File: config.mk
export PLATFORM = sky130hd
export DESIGN_NAME = mem_port_arbiter
export DESIGN_NICKNAME = d
export VERILOG_FILES = /design/src/rtl/mem_port_arbiter.sv
export SDC_FILE = /design/constraint.sdc
export NUM_CORES = 1
export LEC_CHECK = 0
export CORE_MARGIN = 4
export CORE_UTILIZATION = 42
export CTS_CLUSTER_SIZE = 24
export DETAILED_ROUTE_END_ITERATION = 8
export HOLD_SLACK_MARGIN = 0.1
export MAX_ROUTING_LAYER = met4
export PLACE_DENSITY = 0.83
export SETUP_SLACK_MARGIN = 0.05
export SLEW_MARGIN = 25
export SYNTH_ARGS = -nofsm -noshare
export SYNTH_HDL_FRONTEND = slang
export SYNTH_SLANG_ARGS = --single-unit
File: constraint.sdc
create_clock -name clk -period 1.79 [get_ports clk]
set_input_delay 0.537 -clock clk [delete_from_list [all_inputs] [get_ports clk]]
set_output_delay 0.537 -clock clk [all_outputs]
set_load 0.03 [all_outputs]
File: src/rtl/mem_port_arbiter.sv
// rtl/mem_port_arbiter.sv - fetch/data arbiter for one shared memory port with starvation guard
// Optional watchdog abort on missing mem_ack: define MEM_ARB_TIMEOUT_EN.
module mem_port_arbiter #(
    parameter int STARVE_MAX  = 4,
    parameter int TIMEOUT_CYC = 64
) (
    input  logic        clk,
    input  logic        rst,
    input  logic        if_req,
    input  logic [31:0] if_addr,
    output logic [31:0] if_rdata,
    output logic        if_ready,
    input  logic        dm_req,
    input  logic        dm_we,
    input  logic [31:0] dm_addr,
    input  logic [31:0] dm_wdata,
    output logic [31:0] dm_rdata,
    output logic        dm_ready,
    output logic        mem_req,
    output logic        mem_we,
    output logic [31:0] mem_addr,
    output logic [31:0] mem_wdata,
    input  logic [31:0] mem_rdata,
    input  logic        mem_ack,
    output logic        stall,
    output logic        err
);
    localparam int SW = (STARVE_MAX > 0) ? $clog2(STARVE_MAX + 1) : 1;
    localparam logic [SW-1:0] STARVE_LIM = SW'(STARVE_MAX);

    typedef enum logic [1:0] {IDLE, DATA, FETCH} state_t;

    state_t        r_state;
    logic          r_mem_req, r_mem_we;
    logic [31:0]   r_mem_addr, r_mem_wdata;
    logic          r_if_ready, r_dm_ready;
    logic [31:0]   r_if_rdata, r_dm_rdata;
    logic [SW-1:0] r_starve;

    logic          w_dm_elig, w_if_elig, w_starved, w_grant_dm, w_grant_if;
    logic          w_done;
    logic [31:0]   w_rsp;

    // A port whose ready is high this cycle was just served and must not be re-granted.
    assign w_dm_elig  = dm_req & ~r_dm_ready;
    assign w_if_elig  = if_req & ~r_if_ready;
    assign w_starved  = (r_starve == STARVE_LIM) & w_if_elig;
    assign w_grant_dm = w_dm_elig & ~w_starved;
    assign w_grant_if = w_if_elig & ~w_grant_dm;

`ifdef MEM_ARB_TIMEOUT_EN
    localparam int TW = (TIMEOUT_CYC > 2) ? $clog2(TIMEOUT_CYC) : 1;
    localparam logic [TW-1:0] TMO_LIM = TW'(TIMEOUT_CYC - 1);

    logic [TW-1:0] r_tmo_cnt;
    logic          r_err;
    logic          w_tmo;

    assign w_tmo  = (r_tmo_cnt == TMO_LIM);
    assign w_done = mem_ack | w_tmo;
    assign w_rsp  = mem_ack ? mem_rdata : 32'hDEADBEEF;
    assign err    = r_err;
`else
    assign w_done = mem_ack;
    assign w_rsp  = mem_rdata;
    assign err    = 1'b0;
`endif

    always_ff @(posedge clk) begin
        if (rst) begin
            r_state     <= IDLE;
            r_mem_req   <= 1'b0;
            r_mem_we    <= 1'b0;
            r_mem_addr  <= 32'h0;
            r_mem_wdata <= 32'h0;
            r_if_ready  <= 1'b0;
            r_dm_ready  <= 1'b0;
            r_if_rdata  <= 32'h0;
            r_dm_rdata  <= 32'h0;
            r_starve    <= '0;
`ifdef MEM_ARB_TIMEOUT_EN
            r_tmo_cnt   <= '0;
            r_err       <= 1'b0;
`endif
        end else begin
            r_if_ready <= 1'b0;
            r_dm_ready <= 1'b0;
            case (r_state)
                IDLE: begin
                    if (w_grant_dm) begin
                        r_state     <= DATA;
                        r_mem_req   <= 1'b1;
                        r_mem_we    <= dm_we;
                        r_mem_addr  <= dm_addr;
                        r_mem_wdata <= dm_wdata;
                        if (if_req && (r_starve != STARVE_LIM))
                            r_starve <= r_starve + 1'b1;
`ifdef MEM_ARB_TIMEOUT_EN
                        r_tmo_cnt   <= '0;
`endif
                    end else if (w_grant_if) begin
                        r_state     <= FETCH;
                        r_mem_req   <= 1'b1;
                        r_mem_we    <= 1'b0;
                        r_mem_addr  <= if_addr;
                        r_mem_wdata <= 32'h0;
                        r_starve    <= '0;
`ifdef MEM_ARB_TIMEOUT_EN
                        r_tmo_cnt   <= '0;
`endif
                    end
                end
                DATA, FETCH: begin
                    if (w_done) begin
                        r_state   <= IDLE;
                        r_mem_req <= 1'b0;
                        if (r_state == DATA) begin
                            r_dm_rdata <= w_rsp;
                            r_dm_ready <= 1'b1;
                        end else begin
                            r_if_rdata <= w_rsp;
                            r_if_ready <= 1'b1;
                        end
`ifdef MEM_ARB_TIMEOUT_EN
                        if (!mem_ack)
                            r_err <= 1'b1;
`endif
                    end
`ifdef MEM_ARB_TIMEOUT_EN
                    else begin
                        r_tmo_cnt <= r_tmo_cnt + 1'b1;
                    end
`endif
                end
                default: r_state <= IDLE;
            endcase
        end
    end

    assign mem_req   = r_mem_req;
    assign mem_we    = r_mem_we;
    assign mem_addr  = r_mem_addr;
    assign mem_wdata = r_mem_wdata;
    assign if_ready  = r_if_ready;
    assign dm_ready  = r_dm_ready;
    assign if_rdata  = r_if_rdata;
    assign dm_rdata  = r_dm_rdata;
    assign stall     = (if_req & ~r_if_ready) | (dm_req & ~r_dm_ready);
endmodule

* After elaboration in Yosys (flattened, before gate mapping)
Index checks and enable logic that the tools add are counted.
** Word-level totals
- Register bits :: 137
- Input bits :: 134
- Logic and storage cells :: 62
** Operators by class
- Add/sub/neg operators :: 1
- Equality and inequality tests :: 7
- Mux-type cells :: 19
- Bitwise operators :: 13
- Reductions and logical operators :: 12
** Operators with widths (number)
- $mux 32 :: 4
- $reduce_and 3->1 :: 4
- $mux 3 :: 3
- $mux 1 :: 7
- $not 1->1 :: 7
- $mux 2 :: 3
- $ne 3x3->1 const B :: 2
- $and 1x1->1 :: 5
- $pmux 2 s2 :: 1
- $reduce_and 2->1 :: 2
- $reduce_bool 2->1 :: 2
- $add 3x1->3 const B :: 1
- $eq 3x3->1 const B :: 1
- $reduce_or 3->1 :: 1
- $eq 2x1->1 const B :: 1
- $eq 2x2->1 const B :: 1
- $logic_not 2->1 :: 1
- $ne 2x1->1 const B :: 1
- $ne 2x2->1 const B :: 1
- $pmux 1 s2 :: 1
- $reduce_or 2->1 :: 1
- $logic_and 1x1->1 :: 1
- $or 1x1->1 :: 1

* Logic depth before layout (Yosys ltp)
Gate-level depths: netlist of the first run.
- Depth after elaboration :: 10
- Depth in mapped cells :: 7

* Worst setup path before layout of the first run
Ideal clock, no wire load.
- Path kind :: register to output
- Start point :: register r_if_ready (netlist: if_ready)
- End point :: output port stall
- Data arrival time :: 1.224 ns
- Path slack :: 0.029 ns
- Cell stages (with the launch flop) :: 5
- Cells stage by stage :: dfxtp_1 nand2b_1 buf_4 buf_2 nand2_1
** Between the ends
- Longest elaborated chain between the ends :: 3
** RTL lines
- from (decl) :: RTL line 36 : logic r_if_ready, r_dm_ready;
- from (signal assigned) :: RTL line 76 : r_if_ready <= 1'b0;
- from (signal assigned) :: RTL line 86 : r_if_ready <= 1'b0;
- from (signal assigned) :: RTL line 122 : r_if_ready <= 1'b1;
- $not 1->1 :: RTL line 148 : assign stall = (if_req & ~r_if_ready) | (dm_req & ~r_dm_ready);
- $and 1x1->1 :: RTL line 148
- $or 1x1->1 :: RTL line 148
- to (decl) :: RTL line 25 : output logic stall,
Every way passes these cells.

* Worst setup path in the final report of the first run
- Start point :: input port dm_req
- End point :: output port stall
** Between the ends
- Longest elaborated chain between the ends :: 2
** RTL lines
- from (decl) :: RTL line 13 : input logic dm_req,
- $and 1x1->1 :: RTL line 148
- $or 1x1->1 :: RTL line 148
Every way passes these cells.

==> results.md, run 1 <==
* Status: completed
* Period utilization at 98.2%
* First-pass GRT wire length at 30.6 mm
* Register area at 2750 um2
* Fin nets at 1105
* CP peak stage delay at 0.30 ns
* Slowest CP cell: dlygate4sd2_1
* Maxcap violations at 0
* Post-detailed-route wirelength per cell at 16.9 um
* Layout Cells excl Fill at 1160
* Initial Util at 42.6%
* Antenna violations before repair at 0
* WP data arrival at 1.22 ns
* Critical Setup Path Class: input port to primary output
* Synth cell types at 40
* Area of the die at 16000 um2
* Final setup fails at 0
* Worst-path cell chain: dlygate4sd2_1, nand2b_4, nand2_2, buf_6
* Post-synth top area share at 46.5%
* Number of synthesized flops with an enable pin at 0
* Clock transition at path regs at 0.06 ns
* Vias at 6287
* IO buf count at 266
* Boundary Pins at 268
* Routability cong. at 0.844
* Pwr per Cell Area at 984 nW/um2
* Cell Area, Synth at 5890 um2
* Post-CTS Setup Inserts at 0
* Ys flop type: dfxtp_1
* Root buf cell: clkbuf_16
* Max Transition Viols Final at 0
* # rows at 43
* Core area at 13800 um2
* Layout cells sized above 1 at 10.5%
* Largest fanout on the critical path at 6
* CTS Buffer Depth at 2
* Clock Skews at 0.00863 ns
* Vias in the first global route at 6127
* Hold_buf cts at 0
* Most area-hungry cell type in the Yosys netlist: dfxtp_1
* Synth async-reset ratio at 0%
* DRC Markers at 0
* CTS buffer count at 17
* H-Tree Depth at 4
* Hpwl dp at 13.2 mm
* Min cycle time layout at 1.76 ns
* Number of diodes at 0
* DP Cell Count at 1127
* Sequential share of the synthesized area at 46.5%
* DR pass1 iterations at 6
* Seq cells post-synth at 137
* Max-Slew Margin vs Limit at 60.1%
* CTS tree: yes
* Mapped Nets at 853
* Peak VDD IR at 0.000731 V
* Width of the die at 126 um
* Final setup margin at 0.0317 ns
* Die Y at 126 um
* Initial DRC count at 422
* CP Capture Type: primary output
* Syn Inst Count at 715
* GR Overflow Total at 0
* Startpoint types: input port
* CTS sink cnt at 137
* Worst slew pin tran at 0.599 ns
* Layout Area Growth over Synthesis at 61.8%
* Critical path required time at 1.25 ns
* Area of the multi-input gates at 2710 um2
* Pin count of the biggest net entering global routing at 53
* Warning count from the yosys run at 0
* Lkg Pwr at 4.04 nW
* Clock Latency Late Sink at 0.41 ns
* Fill count at 1103
* Global router's overall resource usage at 23.9%
* Post-route ant nets at 0
* Top cells by area, synth: dfxtp_1 (47%), nand2_1 (11%), a221oi_1 (9.5%)
* Final WL at 19.6 mm
* RSZ-0062 raised after global routing: true
* Mean Syn Cell Area at 8.24 um2
* Hold Crit Class: flip-flop to flip-flop
* Achievable Freq at 569 MHz
* Detailed-route vias per instance at 5.42
* Pre-CTS setup slack at -0.363 ns
* Hold Violations, Final at 0
[synth_stat cells (2+ instances only)]
library cell  instances
nor2b_1               2
o32ai_1              34
inv_1                70
ha_1                  4
buf_1                 2
clkbuf_1             38
a221oi_1             64
a31oi_1               3
nand2b_1              4
buf_4                 6
and2_1                3
nand2_1             170
o21ai_0              33
nand3_1               2
and3b_1              33
dfxtp_1             137
a21oi_1              64
buf_2                24
[kinds of logic after synthesis]
group / share of synthesized area (%)
simple gates: 18.1
compound gates: 24.6
buf+inv: 9.87
flops: 46.5
fa+ha+maj: 0.849
other cells: 0.0636
[where the power goes]
group          switching [mW]  internal [mW]  total (mW)
combinational            1.32          0.971        2.29
sequential              0.134           3.31        3.44
clock                    1.36           2.28        3.65
total                    2.82           6.56        9.38
[worst max-delay path, delay by kind of cell]
kind / cells / cell delay, ns
and+or+nand+nor: 2 / 0.24
buffers and inverters: 2 / 0.44
[sequential cells by signal, indices dropped and copies added (netlist names)]
signal     cells
mem_wdata     32
mem_addr      32
r_state        2
r_starve       3
mem_we         1
if_ready       1
mem_req        1
dm_ready       1
if_rdata      32
dm_rdata      32
[through the flow]
step                hold WS [ns]  cell area [um2]  util, %  power (mW)  TNS [ns]
CTS                        0.451             9360     67.7        9.36         0
floorplan                  0.442             5900        -        4.77         0
global placement           0.441             8870     64.2        5.85    -17.79
detailed placement         0.446             8870     64.2        5.88    -21.12
finish                     0.452             9540     69.0        9.38         0
global route               0.466             9540     69.0        9.76         0
[final cells by class]
class	instances	area share, %
Tap cell	180	2.36
Inverter	71	2.79
Timing Repair Buffer	303	31.1
Sequential cell	137	28.8
Clock inverter	12	1.72
Multi-Input combinational cell	437	28.4
Clock buffer	20	4.79
[layer usage]
metal	vias up	wire length (um)	track usage, %	share of wire, %
li1	2996	-	-	-
met1	2950	8000	28.5	41
met2	295	9570	38.8	49
met3	46	1470	5.43	7.5
met4	0	595	10.4	3.0
met5	-	0	-	0
[layout by cell type, fill, tap and decap left out, types with 33 or more instances in the layout]
| cell | instances |
|---|---|
| nand2_1 | 169 |
| dfxtp_1 | 133 |
| a21oi_1 | 64 |
| clkdlybuf4s50_1 | 130 |
| dlygate4sd2_1 | 93 |
| and3b_1 | 33 |
| o21ai_0 | 33 |
| inv_1 | 70 |
| clkdlybuf4s15_1 | 35 |
| a221oi_1 | 56 |
[path summary, 6_finish.rpt]
path,startpoint,end,slack [ns],cells past startpoint
max,dm_req,stall,0.03,4
min,dm_rdata[18]$_SDFFE_PP0P_,dm_rdata[18]$_SDFFE_PP0P_,0.45,2
max reg2reg,r_starve[0]$_SDFFE_PP0P_,mem_wdata[26]$_SDFFE_PP0P_,0.14,7
min reg2reg,dm_rdata[18]$_SDFFE_PP0P_,dm_rdata[18]$_SDFFE_PP0P_,0.45,2
[timing repair]
item                       in CTS  in global routing
pin swaps                       0                  1
resized for setup             143                 62
setup endpoints to repair     133                 74
cloned                          0                  1
hold endpoints to repair        0                  0
No activity file was read; power rests on OpenSTA's default activity.
==> inputs of run 2 (changes only) <==
==> constraint.sdc (replaced) <==
create_clock -name clk -period 1.79 [get_ports clk]
set_input_delay 0.537 -clock clk [delete_from_list [all_inputs] [get_ports clk]]
set_output_delay 0.537 -clock clk [all_outputs]
set_load 0.05 [all_outputs]
==> run 2 against run 1 <==
Compared with the run above: register-to-register slack worse by 0.03 ns; clock power is 11% lower; sequential power hardly changed.
==> results.md, run 2 (synthesis gave the netlist of run 1 again) <==
* Status: completed
* Layout cells sized above 1 at 23.9% (+13 points)
* Pin count of the biggest net entering global routing at 82 (+55%)
* Power Total at 9.47 mW (+0.93%)
* WHS Path Cells at 2 (unchanged)
* Initial Util at 42.6% (unchanged)
* Min cycle time layout at 1.71 ns (-0.0527 ns)
* Boundary Pins at 268 (unchanged)
* Met3 GRT Util at 5.64% (+0.21 points)
* Critical Setup Path Class: input port to primary output
* First-pass GRT wire length at 30.3 mm (-0.97%)
* Detailed-route vias per instance at 5.37 (-0.95%)
* Hold Crit Class: flip-flop to flip-flop
* Final WL at 19.5 mm (-0.94%)
* Comb pwr share at 29.2% (+4.8 points)
* Hold Violations, Final at 0 (unchanged)
* Vias in the first global route at 6021 (-1.7%)
* Clock Skews at 0.00919 ns (+0.000562 ns)
* R2r worst-path depth at 7 (unchanged)
* # rows at 43 (unchanged)
* Global router's overall resource usage at 23.8% (-0.079 points)
* DR pass1 iterations at 5 (-1)
* Pwr per Cell Area at 1010 nW/um2 (+2.2%)
* Period utilization at 95.3% (-2.9 points)
* Fin nets at 1112 (+0.63%)
* WP data arrival at 1.17 ns (-0.05 ns)
* Vias at 6265 (-0.35%)
* Final setup margin at 0.0844 ns (+0.0527 ns)
* Routability cong. at 0.818 (-3.1%)
* Lkg Pwr at 3.87 nW (-4.0%)
* Pre-CTS setup slack at -0.357 ns (+0.00563 ns)
* CTS Buffer Depth at 2 (unchanged)
* CTS buffer count at 17 (unchanged)
* Die Y at 126 um (unchanged)
* IO buf count at 266 (unchanged)
* Max Transition Viols Final at 0 (unchanged)
* Hold_buf cts at 0 (unchanged)
* Peak VDD IR at 0.000589 V (-19%)
* Largest fanout on the critical path at 4 (-2)
* Met2 GRT Util at 40.0% (+1.2 points)
* CTS sink cnt at 137 (unchanged)
* DRC Markers at 0 (unchanged)
* Worst slew pin tran at 0.567 ns (-0.0318 ns)
* Width of the die at 126 um (unchanged)
* CTS tree: yes
* Hpwl dp at 13.1 mm (-1.5%)
* Maxcap violations at 0 (unchanged)
* Core area at 13800 um2 (unchanged)
* Critical path required time at 1.25 ns (about the same)
* M1 GR Usage at 28.1% (-0.39 points)
* H-Tree Depth at 4 (unchanged)
* Final setup fails at 0 (unchanged)
* Achievable Freq at 586 MHz (+3.1%)
* Antenna violations before repair at 0 (unchanged)
* Commonest non-fill, non-tap cell in the layout: nand2_1
* Post-detailed-route wirelength per cell at 16.7 um (-1.5%)
* Number of diodes at 0 (unchanged)
* Clock power frac at 34.3% (-4.6 points)
* Startpoint types: input port
* Initial DRC count at 392 (-7.1%)
* Net Sw Frac at 34.1% (+4.1 points)
* Commonest cells after routing, fill and taps aside: nand2_1 (169), buf_4 (151), dfxtp_1 (133), clkdlybuf4s50_1 (130), inv_1 (70)
* Root buf cell: clkbuf_16
* Sequential Power Share at 36.5% (-0.2 points)
* RSZ-0062 raised after global routing: false
* Area of the die at 16000 um2 (unchanged)
* Layout Area Growth over Synthesis at 59.8%
* Clock Latency Late Sink at 0.42 ns (about the same)
* Max-Slew Margin vs Limit at 62.2% (+2.1 points)
* Net switching power at 3.23 mW (+15%)
* CP Capture Type: primary output
* Fin util at 68.1% (-0.85 points)
* Final TNS setup at 0 ns (unchanged)
* Clock transition at path regs at 0.06 ns (about the same)
* Post-route ant nets at 0 (unchanged)
* Global route hottest layer: met2
* Int Power at 6.24 mW (-4.9%)
* GR Overflow Total at 0 (unchanged)
run 2: stage by stage:
step | cells | hold slack (ns) | instance area (um2)
2_1_floorplan | 715 | 0.442 | 5900
5_1_grt | 1167 | 0.476 | 9420
3_3_place_gp | 1126 | 0.443 | 8670
6_report | 1167 | 0.452 | 9420
3_5_place_dp | 1126 | 0.447 | 8670
4_1_cts | 1160 | 0.455 | 9250
run 2: worst paths after layout:
path                                                start                   endpoint  slack [ns]
worst min register to register  dm_rdata[28]$_SDFFE_PP0P_  dm_rdata[28]$_SDFFE_PP0P_        0.45
worst max register to register   r_starve[0]$_SDFFE_PP0P_  mem_addr[12]$_SDFFE_PP0P_        0.11
worst max-delay path                               if_req                      stall        0.08
worst min-delay path            dm_rdata[28]$_SDFFE_PP0P_  dm_rdata[28]$_SDFFE_PP0P_        0.45
run 2: worst max-delay path: stages:
cell,delay [ns]
dlygate4sd2_1,0.32
nand2b_4,0.09
nand2_2,0.08
buf_12,0.14
run 2: routing by layer:
layer  share of wire, %  up-vias
met5                  0        -
met4                2.6        0
met3                7.6       40
met2                 51      250
met1                 39     2951
li1                   -     3024
run 2: layout make-up:
cell class                 count  area [um2]
fill                        1088        4410
timing repair buffer         310        2940
sequential                   137        2750
multi-input combinational    437        2690
clock buffer                  20         457
inverter                      71         267
tap                          180         225
clock inverter                12        91.3
run 2: what timing repair did:
action | 4_1_cts | 5_1_grt
endpoints found under the hold margin | 0 | 0
setup buffers | 2 | 4
gates resized for setup | 9 | 25
gates cloned | 0 | 3
setup endpoints to repair | 4 | 32
run 2: power by group through the flow:
stage | Sequential, mW | Combinational, mW | Clock (mW)
6_report | 3.46 | 2.76 | 3.25
3_3_place_gp | 3.51 | 2.68 | 0
5_1_grt | 3.49 | 2.91 | 3.46
3_5_place_dp | 3.52 | 2.70 | 0
2_1_floorplan | 4.35 | 0.789 | 0
4_1_cts | 3.46 | 2.72 | 3.31
